File: src/rtl/imm_extend_pipe.sv
// rtl/imm_extend_pipe.sv - pipelined immediate extender with output and skid registers
module imm_extend_pipe #(
    parameter int IN_W  = 16,
    parameter int OUT_W = 32,
    parameter int TAG_W = 5
) (
    input  logic             clk,
    input  logic             rst,
    input  logic             in_valid,
    output logic             in_ready,
    input  logic [IN_W-1:0]  in_imm,
    input  logic [1:0]       in_mode,
    input  logic [TAG_W-1:0] in_tag,
    output logic             out_valid,
    input  logic             out_ready,
    output logic [OUT_W-1:0] out_data,
    output logic [TAG_W-1:0] out_tag
);

    // Number of bits added above (or below, for UPPER) the raw immediate
    localparam int EXT_W = OUT_W - IN_W;

    localparam logic [1:0] MODE_SEXT  = 2'b00;
    localparam logic [1:0] MODE_ZEXT  = 2'b01;
    localparam logic [1:0] MODE_BOFF  = 2'b10;
    localparam logic [1:0] MODE_UPPER = 2'b11;

    // Output register (O)
    logic             o_valid;
    logic [OUT_W-1:0] o_data;
    logic [TAG_W-1:0] o_tag;

    // Skid register (S), only ever occupied while O is also occupied
    logic             s_valid;
    logic [OUT_W-1:0] s_data;
    logic [TAG_W-1:0] s_tag;

    // Extension results, formed once at the input
    logic [OUT_W-1:0] ext_sext;
    logic [OUT_W-1:0] ext_zext;
    logic [OUT_W-1:0] ext_data;

    logic accept;
    logic drain;
    logic o_free;

    // Select the extended operand for the requested mode
    always_comb begin
        ext_sext = {{EXT_W{in_imm[IN_W-1]}}, in_imm};
        ext_zext = {{EXT_W{1'b0}}, in_imm};
        ext_data = ext_sext;
        case (in_mode)
            MODE_SEXT:  ext_data = ext_sext;
            MODE_ZEXT:  ext_data = ext_zext;
            MODE_BOFF:  ext_data = ext_sext << 2;
            MODE_UPPER: ext_data = {in_imm, {EXT_W{1'b0}}};
            default:    ext_data = ext_sext;
        endcase
    end

    // Handshake qualifiers; in_ready depends only on registered state
    always_comb begin
        in_ready = !s_valid;
        accept   = in_valid && in_ready && !rst;
        drain    = o_valid && out_ready;
        o_free   = !o_valid || drain;
    end

    // Two-entry FIFO update: O feeds the output, S absorbs one item of backpressure
    always_ff @(posedge clk) begin
        if (rst) begin
            o_valid <= 1'b0;
            o_data  <= '0;
            o_tag   <= '0;
            s_valid <= 1'b0;
            s_data  <= '0;
            s_tag   <= '0;
        end else if (o_free) begin
            if (s_valid) begin
                // Oldest item waits in S; it goes out next, no accept possible now
                o_valid <= 1'b1;
                o_data  <= s_data;
                o_tag   <= s_tag;
                s_valid <= 1'b0;
            end else if (accept) begin
                o_valid <= 1'b1;
                o_data  <= ext_data;
                o_tag   <= in_tag;
            end else begin
                // Data and tag hold their last value; only the valid bit clears
                o_valid <= 1'b0;
            end
        end else if (accept) begin
            // O is stalled; the single in-flight item parks in S
            s_valid <= 1'b1;
            s_data  <= ext_data;
            s_tag   <= in_tag;
        end
    end

    // Drive the output port from O
    always_comb begin
        out_valid = o_valid;
        out_data  = o_data;
        out_tag   = o_tag;
    end

endmodule

File: config.mk
export PLATFORM = sky130hd
export DESIGN_NAME = imm_extend_pipe
export DESIGN_NICKNAME = d
export VERILOG_FILES = /design/src/rtl/imm_extend_pipe.sv
export SDC_FILE = /design/constraint.sdc
export NUM_CORES = 1
export LEC_CHECK = 0
export ABC_AREA = 1
export ABC_CLOCK_PERIOD_IN_PS = 1250
export CELL_PAD_IN_SITES_DETAIL_PLACEMENT = 0
export CELL_PAD_IN_SITES_GLOBAL_PLACEMENT = 2
export CORE_MARGIN = 2
export CORE_UTILIZATION = 25
export DETAILED_ROUTE_END_ITERATION = 8
export PLACE_DENSITY_LB_ADDON = 0.1
export SLEW_MARGIN = 20
export SYNTH_ARGS = -nofsm -noshare
export SYNTH_HDL_FRONTEND = slang
export SYNTH_SLANG_ARGS = --single-unit
File: constraint.sdc
create_clock -name clk -period 1.25 [get_ports clk]
set_input_delay 0.1875 -clock clk [delete_from_list [all_inputs] [get_ports clk]]
set_output_delay 0.1875 -clock clk [all_outputs]
set_load 0.02 [all_outputs]
==> results.cfg, run 1 <==
[outcome]
outcome = complete, no violations

[layout]
seqCellArea_um2 = 1530
fillers = 1599
nNetsFinal = 704
area_growth_pct = 53.1
n_antenna_cell = 0
fin_cells = 866
drive_gt1_share_pct = 23.3
fin_util_pct = 39.2
design_area_um2 = 5690
multi_input_area_um2 = 2090

[worst_hold_path]
hold_class = in2reg

[global_routing]
antenna_found_initial = 0
grt_max_degree = 40
track_usage_pct = 15.9
first_global_vias = 3611
overflow = 0
grt_pass1_wl_mm = 19.6

[routing]
first_iter_violations = 208
drc = 0
drt_first_pass_iters = 4
wl_met2_mm = 6.66
route.met3.wl_um = 581
vias_per_cell = 4.59
ant_nets = 0
wl_per_cell_um = 15.9
wl_met1_mm = 6.38
wirelength_mm = 13.8
vias = 3975
maxUsedRoutingLayer = met4

[setup_path]
crit_arrival_ps = 1470
slowest_delay_ps = 370
cp_cell_sequence = inv_6, buf_6, nand2_8, nand2_8, clkbuf_16, nor2_1, a21oi_2
timing.rr.end = out_data[29]
path_buf_inv = 3
cp_slowest_cell = dfxtp_4
cp_common_cell = nand2_8
cp_top_family = flip-flops
crit_type = reg2reg
path_depth = 7
crit_required_ps = 1490
cp-start-kind = flip-flop
r2r_setup_slack_ps = 10
r2r_cells = 7
reg2reg_from = s_valid
end_kind = flip-flop
worstSetupEndpoint = out_data[29]
path_max_fanout = 11
setup.worst_path.start = s_valid

[synth]
ys_types = 18
synth.avg_cell_area_um2 = 6.27
syn-cell-area_um2 = 3720
syn_inst = 593
ys_ff_latch = 76
synth_fp_nets = 620
yosysWarnings = 0
ys_seq_area_share_pct = 40.9

[run]
max-cap-violations = 0

[sta]
post-route-period-util_pct = 98.8
rsz0062_at_grt = true
max_freq_mhz = 809
clock_skew_ps = 9.43
worstMarginPinSlew_ps = 414
layout_setup_ws_ps = 14.6
finalSetupViolations = 0
slew_violations = 0
hold_ws_ps = 456
fin_crit_ps = 1240
relSlewSlack_pct = 72.4
hold_viol = 0
fin_tns_setup_ps = 0

[pwr]
pwr-share-seq_pct = 37.3
total_power_mw = 6.95
switching_share_pct = 26.7
pwr-share-clk_pct = 45.5
vdd_drop_max_mv = 0.709
power_switching_mw = 1.86
combPwrFrac_pct = 17.2
leakagePower_nw = 2.81
powerDensity_nw_per_um2 = 1220
intPower_mw = 5.09

[clocking]
cts_root_buffer = clkbuf_16
clk_latency_ps = 350
ctsLongestPathBuffers = 2
ctsHoldBuffers = 0
h-tree-depth = 3
clkTransAtPathRegs_ps = 60
clock_sinks = 76
cts_tree = done
numCtsBuffers = 9

[floorplan]
core_um2 = 14500
rows = 44
die_area_um2 = 15900
die_x_um = 126
die-height_um = 126
io_pins = 66
initial_core_util_pct = 25.6

[placed_design]
gp_congestion = 0.755
pre_cts_ws_ps = -353
dpl.cell_count = 832
dp_hpwl_mm = 7.77
placed_area_um2 = 4740
io_buffers = 65
layout make-up:
class / instances / share of cell area [%]
inverter: 53 / 3.76
tap: 184 / 4.04
sequential: 76 / 26.8
clock inverter: 4 / 1.67
multi-input combinational: 422 / 36.8
clock buffer: 12 / 4.51
timing repair buffer: 115 / 22.4
registers in the layout (all words and copies together), names as in the netlist:
| name | count |
|---|---|
| s_data | 32 |
| s_valid | 1 |
| out_tag | 5 |
| out_valid | 1 |
| s_tag | 5 |
| out_data | 32 |
power by group through the flow:
stage	registers [mW]	clock network [mW]	logic [mW]
final	2.59	3.16	1.19
after global routing	2.61	3.32	1.30
after CTS	2.59	3.24	1.03
after detailed placement	2.65	0	1.06
after global placement	2.65	0	1.07
after floorplan	2.75	0	0.456
worst reg2reg max path: stages, from the launching register on:
cell and delay (ps):
dfxtp_4 370, inv_6 40, buf_6 120, nand2_8 90, nand2_8 120, clkbuf_16 200
nor2_1 120, a21oi_2 60
cells in the mapped netlist, drive strengths merged:
master | n | area, um^2
and2 | 1 | 6.26
nand3 | 63 | 315
buf | 28 | 160
dfxtp | 76 | 1520
a21oi | 35 | 175
clkbuf | 14 | 52.6
o21ai | 45 | 225
nor2 | 116 | 438
inv | 53 | 199
nand2 | 162 | 626
logic make-up after synthesis:
group / after synthesis / share of synthesized area (%)
flip-flops: 76 / 40.9
AND/OR/NAND/NOR: 342 / 37.2
buffers and inverters: 95 / 11.1
AO/OA/AOI/OAI: 80 / 10.8
worst min path at each step:
| stage | from | to | slack [ps] | cells after the start |
|---|---|---|---|---|
| 2_1_floorplan | rst | out_valid | 300 | 1 |
| 6_report | in_tag[1] | s_tag[1] | 460 | 3 |
| 4_1_cts | in_tag[1] | s_tag[1] | 440 | 3 |
| 5_1_grt | in_tag[4] | s_tag[4] | 470 | 3 |
| 3_5_place_dp | s_data[1] | s_data[1] | 470 | 2 |
| 3_3_place_gp | s_data[1] | s_data[1] | 470 | 2 |
layer usage:
metal  up-vias  GRT usage, %
li1       2019             -
met1      1872          21.3
met2        72          25.3
met3        12          3.74
met4         0          5.24
met5         -             0
timing repair:
action / 4_1_cts / 5_1_grt
pin swaps: 1 / 12
gates cloned: 2 / 10
gates resized for setup: 56 / 122
setup endpoints to repair: 78 / 79
buffers inserted: 5 / 3
placed cells by master (no fill, tap or decap), drive strengths merged:
| cell | n |
|---|---|
| nand2 | 162 |
| nor2 | 116 |
| dfxtp | 76 |
| nand3 | 63 |
| inv | 53 |
| o21ai | 45 |
| buf | 44 |
| a21oi | 35 |
| dlygate4sd2 | 32 |
| clkdlybuf4s50 | 24 |
| clkbuf | 20 |
| clkdlybuf4s15 | 5 |
| bufinv | 3 |
| dlymetal6s2s | 2 |
| and2 | 1 |
| clkinv | 1 |
Note: power is estimated with default switching activity, not from simulation.
==> run 2: changes to the inputs <==
ABC_CLOCK_PERIOD_IN_PS = 1300   (was 1250)
CORE_UTILIZATION = 28   (was 25)
clock period = 1.3 ns   (was 1.25 ns; I/O delays follow)
==> run 2 against run 1 <==
Compared with the run above:
- hold slack got worse by 360 ps
- critical endpoint is now s_data[26]
- largest power group is now registers
- critical path type unchanged
- routed wire length decreased by 9.8%
- via count decreased by 4.0%
- global-route usage increased by 1.7 points
==> results.cfg, run 2 (synthesis gave the netlist of run 1 again) <==
[floorplan]
io_pins = 66
rows = 42
die-height_um = 119
initial_core_util_pct = 28.4
die_area_um2 = 14200
die_x_um = 119
core_um2 = 13100

[setup_path]
crit_type = reg2reg
crit_required_ps = 1540
crit_arrival_ps = 1510
end_kind = flip-flop
cp_slowest_cell = dfxtp_2
cp_top_family = buffers and inverters
path_buf_inv = 3
cp_common_cell = nor2_1
slowest_delay_ps = 330
cp_cell_sequence = inv_4, nand3_4, nor2_4, clkinv_4, clkbuf_16, nor2_1, nor2_1
cp-start-kind = flip-flop
path_max_fanout = 9

[layout]
n_antenna_cell = 0
fillers = 1445
fin_util_pct = 40.0
most-common-layout-cells = nand2_1, nor2_1, dfxtp_1, nand3_1, inv_1
final_common_cell = nand2_1
area_growth_pct = 40.9
nNetsFinal = 697
drive_gt1_share_pct = 13.0

[global_routing]
grt_max_degree = 47
track_usage_pct = 17.6
met3_usage_pct = 3.93
use_met1_pct = 23.7
top_usage_layer = met2
met2_usage_pct = 27.4
antenna_found_initial = 0
grt_pass1_wl_mm = 19.3
first_global_vias = 3658
overflow = 0

[pwr]
leakagePower_nw = 2.71
total_power_mw = 5.94
vdd_drop_max_mv = 0.462
powerDensity_nw_per_um2 = 1130

[placed_design]
gp_congestion = 0.780
dp_hpwl_mm = 7.58
io_buffers = 65
pre_cts_ws_ps = -308

[clocking]
clock_sinks = 76
ctsLongestPathBuffers = 2
clk_latency_ps = 350
h-tree-depth = 3
ctsHoldBuffers = 0
cts_tree = done
cts_root_buffer = clkbuf_16
numCtsBuffers = 9
clkTransAtPathRegs_ps = 60

[routing]
drt_first_pass_iters = 4
ant_nets = 0
vias = 3816
vias_per_cell = 4.48
drc = 0
first_iter_violations = 184
wl_per_cell_um = 14.6
wirelength_mm = 12.4

[sta]
worstMarginPinSlew_ps = 458
finalSetupViolations = 0
clock_skew_ps = 5.91
layout_setup_ws_ps = 27.3
max_freq_mhz = 786
rsz0062_at_grt = true
relSlewSlack_pct = 69.4
hold_viol = 0
post-route-period-util_pct = 97.9
slew_violations = 0
hold_ws_ps = 97.1
fin_crit_ps = 1270

[outcome]
outcome = complete, no violations

[run]
max-cap-violations = 0

[worst_hold_path]
hold_class = in2reg
==> run 2: cell count changes in the layout (fill, tap and decap cells not counted), moves of 6 or more <==
| cell | before | now |
|---|---|---|
| a21oi_1 | 20 | 34 |
| a21oi_2 | 15 | 1 |
| nand2_1 | 133 | 159 |
| nand2_2 | 19 | 1 |
| nand2_4 | 8 | 2 |
| nor2_1 | 81 | 97 |
| nor2_2 | 31 | 18 |
==> run 2: stage by stage <==
| stage | cells | setup TNS [ps] | cell area [um^2] |
|---|---|---|---|
| after global placement | 825 | -17480 | 4750 |
| after detailed placement | 825 | -18340 | 4750 |
| after floorplan | 593 | 0 | 3720 |
| after global routing | 851 | -702 | 5240 |
| after CTS | 844 | 0 | 5050 |
| final | 851 | 0 | 5240 |
==> run 2: final cells by class <==
type                            instances  area [um^2]  area share, %
Inverter                               53          209           3.99
Sequential cell                        76         1520           29.1
Timing Repair Buffer                  108         1150           22.0
Clock inverter                          1         5.00         0.0955
Tap cell                              176          220           4.20
Multi-Input combinational cell        422         1850           35.3
Clock buffer                           15          278           5.30
==> run 2: metal layers <==
metal	share of wire [%]	wire length, um
met1	50	6260
met2	44	5450
met3	3.9	483
met4	2.0	251
met5	0	0
==> run 2: worst paths after layout <==
kind | startpoint | to | slack (ps) | depth (start not counted)
worst min-delay path | rst | out_valid | 100 | 2
worst max-delay path | s_valid | s_data[26] | 30 | 7
worst max register to register | s_valid | s_data[26] | 30 | 7
worst min register to register | out_tag[2] | out_tag[2] | 480 | 2
==> run 2: power by group <==
part	internal, mW	leakage [nW]	switching (mW)
clock	1.45	0.140	1.01
combinational	0.404	1.95	0.583
sequential	2.44	0.621	0.0523
==> run 2: worst register-to-register path, cell delays in order, from the launching register on <==
cell       delay, ps
dfxtp_2          330
inv_4             80
nand3_4           70
nor2_4           200
clkinv_4         150
clkbuf_16        200
nor2_1            90
nor2_1            50
==> run 2: repair_timing <==
item | CTS | global route
setup endpoints to repair | 41 | 57
gates resized for setup | 45 | 36
pin swaps | 0 | 2
setup buffers | 2 | 3
gates cloned | 1 | 5
==> run 3: changes to the inputs <==
CAP_MARGIN = 20   (was unset)
CORE_MARGIN = unset   (was 2)
CTS_CLUSTER_DIAMETER = 150   (was unset)
==> run 3 against run 2 <==
Compared with the run above:
- final cell count fell by 1.8%
- combinational power shrank 4.1%
- via count down 2.3%
- setup slack gained 17 ps
- register-to-register slack gained 20 ps
==> results.cfg, run 3 (synthesis gave the netlist of run 1 again) <==
[run]
max-cap-violations = 0

[setup_path]
crit_required_ps = 1520
path_max_fanout = 10
slowest_delay_ps = 360
end_kind = flip-flop
cp-start-kind = flip-flop
crit_type = reg2reg
reg2reg_from = s_valid
crit_arrival_ps = 1480
setup.worst_path.start = s_valid
cp_slowest_cell = dfxtp_2
cp_cell_sequence = clkinv_4, nand3_2, nor2_4, buf_4, clkbuf_16, o21ai_0, nor2_1

[layout]
fin_cells = 836
area_growth_pct = 34.3
most-common-layout-cells = nand2_1, nor2_1, dfxtp_1, nand3_1, inv_1
n_antenna_cell = 0
nNetsFinal = 690
seqCellArea_um2 = 1520
multi_input_area_um2 = 1800
fillers = 1403
drive_gt1_share_pct = 9.04
final_common_cell = nand2_1
design_area_um2 = 4990

[sta]
fin_crit_ps = 1260
max_freq_mhz = 796
clock_skew_ps = 5.17
rsz0062_at_grt = true
post-route-period-util_pct = 96.6
finalSetupViolations = 0
relSlewSlack_pct = 71.4
slew_violations = 0
worstMarginPinSlew_ps = 428
hold_viol = 0

[global_routing]
antenna_found_initial = 0
grt_pass1_wl_mm = 18.5
track_usage_pct = 18.0
first_global_vias = 3539
overflow = 0
grt_max_degree = 43

[clocking]
ctsHoldBuffers = 0
ctsLongestPathBuffers = 2
cts_root_buffer = clkbuf_16
numCtsBuffers = 9
clock_sinks = 76
clk_latency_ps = 340
h-tree-depth = 3
clkTransAtPathRegs_ps = 50
cts_tree = done

[placed_design]
placed_area_um2 = 4680
dpl.cell_count = 819
gp_congestion = 0.774
dp_hpwl_mm = 7.51
io_buffers = 65

[routing]
vias = 3730
vias_per_cell = 4.46
wl_per_cell_um = 14.1
drc = 0
drt_first_pass_iters = 5
first_iter_violations = 200
ant_nets = 0
wirelength_mm = 11.8

[floorplan]
die_area_um2 = 13700
core_um2 = 12800
die_x_um = 117
initial_core_util_pct = 29.1
io_pins = 66
die-height_um = 117
rows = 41

[worst_hold_path]
hold_class = in2reg
min_from = rst

[pwr]
vdd_drop_max_mv = 0.549
total_power_mw = 5.67
leakagePower_nw = 2.62
powerDensity_nw_per_um2 = 1130

[outcome]
outcome = complete, no violations
[run 3: cell count changes in the layout (fill, tap and decap cells not counted), moves of 2 or more]
cell      previous run  this run
nor2_2              18         0
inv_2                2         4
buf_12              12         6
inv_4                2         0
clkbuf_8             3         1
nor2_1              97       115
[run 3: critical path, delay by kind of cell (launching register included)]
kind            cells  cell delay, ps
compound gates      1             160
buf+inv             3             420
flops               1             360
simple gates        3             200
[run 3: layout make-up]
type | instances | share of cell area, %
Multi-Input combinational cell | 422 | 36.0
Sequential cell | 76 | 30.5
Timing Repair Buffer | 101 | 20.1
Clock buffer | 12 | 4.93
Tap cell | 172 | 4.31
Inverter | 53 | 4.08
[run 3: repair_timing]
item                       4_1_cts  5_1_grt
setup endpoints to repair       43       48
pin swaps                        0        2
gates resized for setup         43       15
gates cloned                     0        3
buffers inserted                 0        2
[run 3: final timing paths]
check / endpoint / slack [ps] / cells after the start
min reg2reg: out_tag[2] / 480 / 2
min: out_valid / 120 / 2
max reg2reg: s_data[31] / 40 / 7
max: s_data[31] / 40 / 7
[run 3: where the power goes]
| part | switching [mW] | internal (mW) | leakage (nW) | total (mW) |
|---|---|---|---|---|
| logic | 0.562 | 0.383 | 1.87 | 0.946 |
| clock network | 0.925 | 1.30 | 0.120 | 2.23 |
| registers | 0.0528 | 2.44 | 0.621 | 2.49 |
[run 3: metrics by stage]
stage / util (%) / setup WS (ps) / TNS (ps) / hold WS [ps]
2_1_floorplan: - / 72.4 / 0 / 303
3_3_place_gp: 36.6 / -278 / -16580 / 466
3_5_place_dp: 36.6 / -274 / -17910 / 474
4_1_cts: 38.3 / -5.41 / -5.41 / 462
5_1_grt: 39.1 / -11.9 / -32.6 / 143
6_report: 39.1 / 44.3 / 0 / 124
[run 3: metal layers]
layer / GRT usage, % / wire (um) / part of all wire (%)
met5: 0 / 0 / 0
met4: 7.34 / 212 / 1.8
met1: 23.7 / 5590 / 47
met3: 3.35 / 694 / 5.9
met2: 29.1 / 5300 / 45
